File: src/rtl/round_robin_bus_arbiter.sv
// Round-robin arbiter for three burst requesters feeding
// a one-entry registered valid/ready output stage.
module round_robin_bus_arbiter #(
  parameter int DATA_WIDTH = 16,
  parameter int MAX_BEATS  = 4
) (
  input  logic                  clock,
  input  logic                  reset,
  input  logic [2:0]            req,
  input  logic [2:0]            last,
  input  logic [DATA_WIDTH-1:0] data0,
  input  logic [DATA_WIDTH-1:0] data1,
  input  logic [DATA_WIDTH-1:0] data2,
  input  logic                  out_ready,
  output logic [2:0]            grant,
  output logic [1:0]            select,
  output logic [2:0]            ack,
  output logic                  out_valid,
  output logic [DATA_WIDTH-1:0] out_data,
  output logic                  busy
);

  localparam int CW =
    (MAX_BEATS > 1) ? $clog2(MAX_BEATS) : 1;
  localparam logic [CW-1:0] CNT_MAX =
    CW'(MAX_BEATS - 1);

  typedef enum logic {
    IDLE,
    GRANT
  } state_e;

  state_e                state_q, state_d;
  logic [2:0]            grant_q, grant_d;
  logic [1:0]            sel_q, sel_d;
  logic [1:0]            ptr_q, ptr_d;
  logic [CW-1:0]         cnt_q, cnt_d;
  logic                  ov_q, ov_d;
  logic [DATA_WIDTH-1:0] od_q, od_d;

  logic                  g_req;
  logic                  g_last;
  logic [DATA_WIDTH-1:0] g_data;
  logic                  win_vld;
  logic [1:0]            win_sel;
  logic                  capture;
  logic [2:0]            ack_c;
  int                    idx;

  // Steer the granted requester's req/last/data.
  always_comb begin
    g_req  = req[0];
    g_last = last[0];
    g_data = data0;
    case (sel_q)
      2'd1: begin
        g_req  = req[1];
        g_last = last[1];
        g_data = data1;
      end
      2'd2: begin
        g_req  = req[2];
        g_last = last[2];
        g_data = data2;
      end
      default: ;
    endcase
  end

  // First requester at or after ptr, mod 3.
  always_comb begin
    win_vld = 1'b0;
    win_sel = 2'd0;
    idx     = 0;
    for (int k = 2; k >= 0; k--) begin
      idx = int'(ptr_q) + k;
      if (idx >= 3) idx = idx - 3;
      if (req[idx]) begin
        win_vld = 1'b1;
        win_sel = 2'(idx);
      end
    end
  end

  // Next-state, capture and output-stage logic.
  always_comb begin
    state_d = state_q;
    grant_d = grant_q;
    sel_d   = sel_q;
    ptr_d   = ptr_q;
    cnt_d   = cnt_q;
    ov_d    = ov_q;
    od_d    = od_q;
    capture = 1'b0;
    ack_c   = 3'b000;
    case (state_q)
      IDLE: begin
        if (win_vld) begin
          grant_d = 3'b001 << win_sel;
          sel_d   = win_sel;
          cnt_d   = '0;
          state_d = GRANT;
        end
      end
      GRANT: begin
        capture = g_req && (!ov_q || out_ready);
        if (capture) begin
          od_d  = g_data;
          cnt_d = cnt_q + 1'b1;
          ack_c = grant_q;
        end
        if (!g_req || (capture &&
            (g_last || cnt_q == CNT_MAX))) begin
          grant_d = 3'b000;
          sel_d   = 2'd0;
          ptr_d   = (sel_q == 2'd2) ? 2'd0
                                    : sel_q + 2'd1;
          state_d = IDLE;
        end
      end
      default: state_d = IDLE;
    endcase
    if (capture)
      ov_d = 1'b1;
    else if (ov_q && out_ready)
      ov_d = 1'b0;
  end

  // State and output registers.
  always_ff @(posedge clock) begin
    if (reset) begin
      state_q <= IDLE;
      grant_q <= 3'b000;
      sel_q   <= 2'd0;
      ptr_q   <= 2'd0;
      cnt_q   <= '0;
      ov_q    <= 1'b0;
      od_q    <= '0;
    end else begin
      state_q <= state_d;
      grant_q <= grant_d;
      sel_q   <= sel_d;
      ptr_q   <= ptr_d;
      cnt_q   <= cnt_d;
      ov_q    <= ov_d;
      od_q    <= od_d;
    end
  end

  assign ack       = reset ? 3'b000 : ack_c;
  assign grant     = grant_q;
  assign select    = sel_q;
  assign out_valid = ov_q;
  assign out_data  = od_q;
  assign busy      = (state_q == GRANT);

endmodule

File: config.mk
export PLATFORM = sky130hd
export DESIGN_NAME = round_robin_bus_arbiter
export DESIGN_NICKNAME = d
export VERILOG_FILES = /design/src/rtl/round_robin_bus_arbiter.sv
export SDC_FILE = /design/constraint.sdc
export NUM_CORES = 1
export LEC_CHECK = 0
export ABC_AREA = 1
export CAP_MARGIN = 25
export CORE_ASPECT_RATIO = 1.2
export CORE_UTILIZATION = 36
export DETAILED_ROUTE_END_ITERATION = 8
export GPL_TIMING_DRIVEN = 0
export PLACE_DENSITY_LB_ADDON = 0.2
export SLEW_MARGIN = 20
export SYNTH_ARGS = -nofsm -noshare
export SYNTH_HDL_FRONTEND = slang
export SYNTH_SLANG_ARGS = --single-unit
File: constraint.sdc
create_clock -name clock -period 1.8 [get_ports clock]
set_input_delay 0.36 -clock clock [delete_from_list [all_inputs] [get_ports clock]]
set_output_delay 0.36 -clock clock [all_outputs]
set_load 0.02 [all_outputs]
==> results_dict.tcl, run 1 <==
set metrics [dict create \
    status "finished with violations" \
    failed_checks "negative setup slack" \
    dieArea_sq_um 4914 \
    grt_max_degree 16 \
    maxCapViolCount 0 \
    synthTopCellsByArea "dfxtp_1, nand2_1, a21oi_1" \
    hold_buffers 0 \
    crit_buf_inv 3 \
    die_x_um 64.16 \
    yosys.area.top_type "dfxtp_1" \
    ios 83 \
    postLayoutSetupSlackWorst_ns -0.2008 \
    first_global_vias 2013 \
    clock_sinks 27 \
    syn_nets 314 \
    final_util_pct 65.84 \
    power_switching_share_pct 45.46 \
    yosysSeqAreaShare_pct 32.38 \
    cp-end-kind "output pin" \
    power.switching_mw 1.686 \
    setup_viol 9 \
    postPlaceCellArea_sq_um 2615 \
    drive_gt1_share_pct 18.05 \
    post_drt_wl_per_cell_um 12.30 \
    numCtsBuffers 3 \
    skew_ns 0.004367 \
    die_h_um 76.59 \
    hold_ws_ns 0.4755 \
    slew_headroom_pct 68.84 \
    area_growth_pct 71.96 \
    nets 415 \
    initial_utilization_pct 38.29 \
    yosysWarnings 0 \
    min_path_cells 1 \
    vias 1956 \
    cts_root_buffer "clkbuf_8" \
    worstPathMaxFanout 4 \
    synth.distinct_cells 23 \
    worstPathArrival_ns 1.64 \
    cts_tree "done" \
    syn_area_sq_um 1669 \
    synth_cells 249 \
    routed_wl_um 4981 \
    crit_required_ns 1.44 \
    tightest_slew_ns 0.4674 \
    power_frac_comb_pct 67.0 \
    grt_overflow_total 0 \
    share_seq_of_total_power_pct 23.7 \
    p_int_mw 2.023 \
    crit_family "flip-flops" \
    crit_cells 8 \
    rsz0062_at_grt "yes" \
    ir_drop_mv 0.5550 \
    crit_type "flop to output pin" \
    startpoint_type "flop" \
    clkPwrFrac_pct 9.3 \
    yosys_register_bits 27 \
    reg2reg_depth 12 \
    drt-initial-drc-count 53 \
    place_hpwl_um 3624 \
    clk_path_buf_depth 2 \
    place_congestion 0.7833 \
    dr.pass1.iters 4 \
    fin_total_pwr_mw 3.709 \
    crit_slowest_cell "dfxtp_4" \
    max_stage_delay_ns 0.40 \
    syn_avg_cell_area_sq_um 6.703 \
    netlist.area_leader.share_pct 32.38 \
    final_area_sq_um 2870 \
    path_clk_slew_ns 0.09 \
    finalHoldViolations 0 \
    drc 0 \
    grt_use_total_pct 21.39 \
    max_freq_ghz 0.4998 \
    core_sq_um 4359 \
    rows 26 \
    port_buffers 82 \
    placedCellCount 387 \
    hp-class "flop to flop" \
    p_per_area_nw_per_um2 1292 \
    p_leak_nw 1.244 \
    antenna-diode-count 0 \
    antenna_left 0 \
    clk_latency_ns 0.28 \
    final_cells 405 \
    crit_chain "inv_4 > ha_4 > nand2_2 > nand2_2 > nand3_4 > buf_8 > nor2_4 > buf_6" \
    avgViaCountPerCell 4.830 \
    grt_pass1_wl_um 8487 \
    period_minus_slack_ns 2.001 \
    antenna_found_initial 0 \
    cts_htree_levels 1 \
    slew_viol_final 0 \
    cpMostUsedCell "nand2_2" \
    fin_crit_sh_pct 111.2 \
]
sequential cells by signal (all words and copies together), names as in the netlist:
register,count
grant,3
cnt_q,2
out_valid,1
select,2
out_data,16
ptr_q,2
busy,1
synth_stat cells (all sizes together):
library cell / instances
o21ai: 7
a21oi: 41
ha: 8
dfxtp: 27
nand3: 17
nor3: 1
inv: 16
o22ai: 1
nor2: 22
clkbuf: 3
a22o: 16
nand2: 80
buf: 10
routing by layer:
| layer | track usage (%) | share of wire, % | up-vias |
|---|---|---|---|
| met4 | 8.222 | 1.9 | 0 |
| met1 | 22.87 | 41 | 877 |
| met5 | 0 | 0 | - |
| met2 | 40.11 | 53 | 47 |
| li1 | - | - | 1024 |
| met3 | 4.341 | 4.2 | 8 |
per-stage QoR:
stage	TNS, ns	setup WS, ns
2_1_floorplan	0	0.02169
3_3_place_gp	-2.711	-0.6712
3_5_place_dp	-2.872	-0.6755
4_1_cts	-0.5999	-0.2013
5_1_grt	-2.376	-0.2570
6_report	-0.8690	-0.2008
power groups by stage:
stage          Combinational [mW]  Sequential, mW  Clock (mW)
2_1_floorplan                1.34            1.00           0
3_3_place_gp                 2.13           0.869           0
3_5_place_dp                 2.17           0.872           0
4_1_cts                      2.44           0.871       0.357
5_1_grt                      2.75           0.901       0.377
6_report                     2.48           0.877       0.347
area by class of cell:
cell class | instances | area, sq um
well taps | 56 | 70.07
clock inverters | 1 | 5.005
flip-flops and latches | 27 | 548.0
repair buffers | 100 | 977.2
inverters | 16 | 75.07
multi-input cells | 193 | 1089
clock buffers | 3 | 41.29
fillers | 412 | 1489
plain buffers | 9 | 65.06
repair_timing:
item	in CTS	in global routing
pin swaps	7	13
gates resized for setup	38	13
setup endpoints to repair	12	21
buffers inserted	15	3
final timing paths:
check,end,slack (ns),startpoint
worst max-delay path,ack[0],-0.20,select[0]
worst min-delay path,cnt_q[0],0.48,cnt_q[0]
worst max register to register,out_data[8],-0.11,select[0]
worst min register to register,cnt_q[0],0.48,cnt_q[0]
kinds of logic after synthesis:
logic type | share of synthesized area, %
simple gates | 29.68
compound gates | 23.39
buf+inv | 8.545
flops | 32.38
fa+ha+maj | 5.997
placed cells by master, fill, tap and decap left out, drive strengths merged:
cell type      instances
a21oi                 41
a22o                  16
buf                   28
clkbuf                 6
clkdlybuf4s50         76
clkinv                 1
dfxtp                 27
dlymetal6s2s           2
ha                     8
inv                   16
nand2                 80
nand3                 17
nor2                  22
nor3                   1
o21ai                  7
o22ai                  1
Note: power is estimated with default switching activity, not from simulation.
==> run 2: changes to the inputs <==
--- a/config.mk
+++ b/config.mk
@@ -12,7 +12,6 @@
 export DETAILED_ROUTE_END_ITERATION = 8
 export GPL_TIMING_DRIVEN = 0
 export PLACE_DENSITY_LB_ADDON = 0.2
-export SLEW_MARGIN = 20
 export SYNTH_ARGS = -nofsm -noshare
 export SYNTH_HDL_FRONTEND = slang
 export SYNTH_SLANG_ARGS = --single-unit
==> results of run 2 <==
The final DEF is identical to that of run 1; final timing and power are the same.
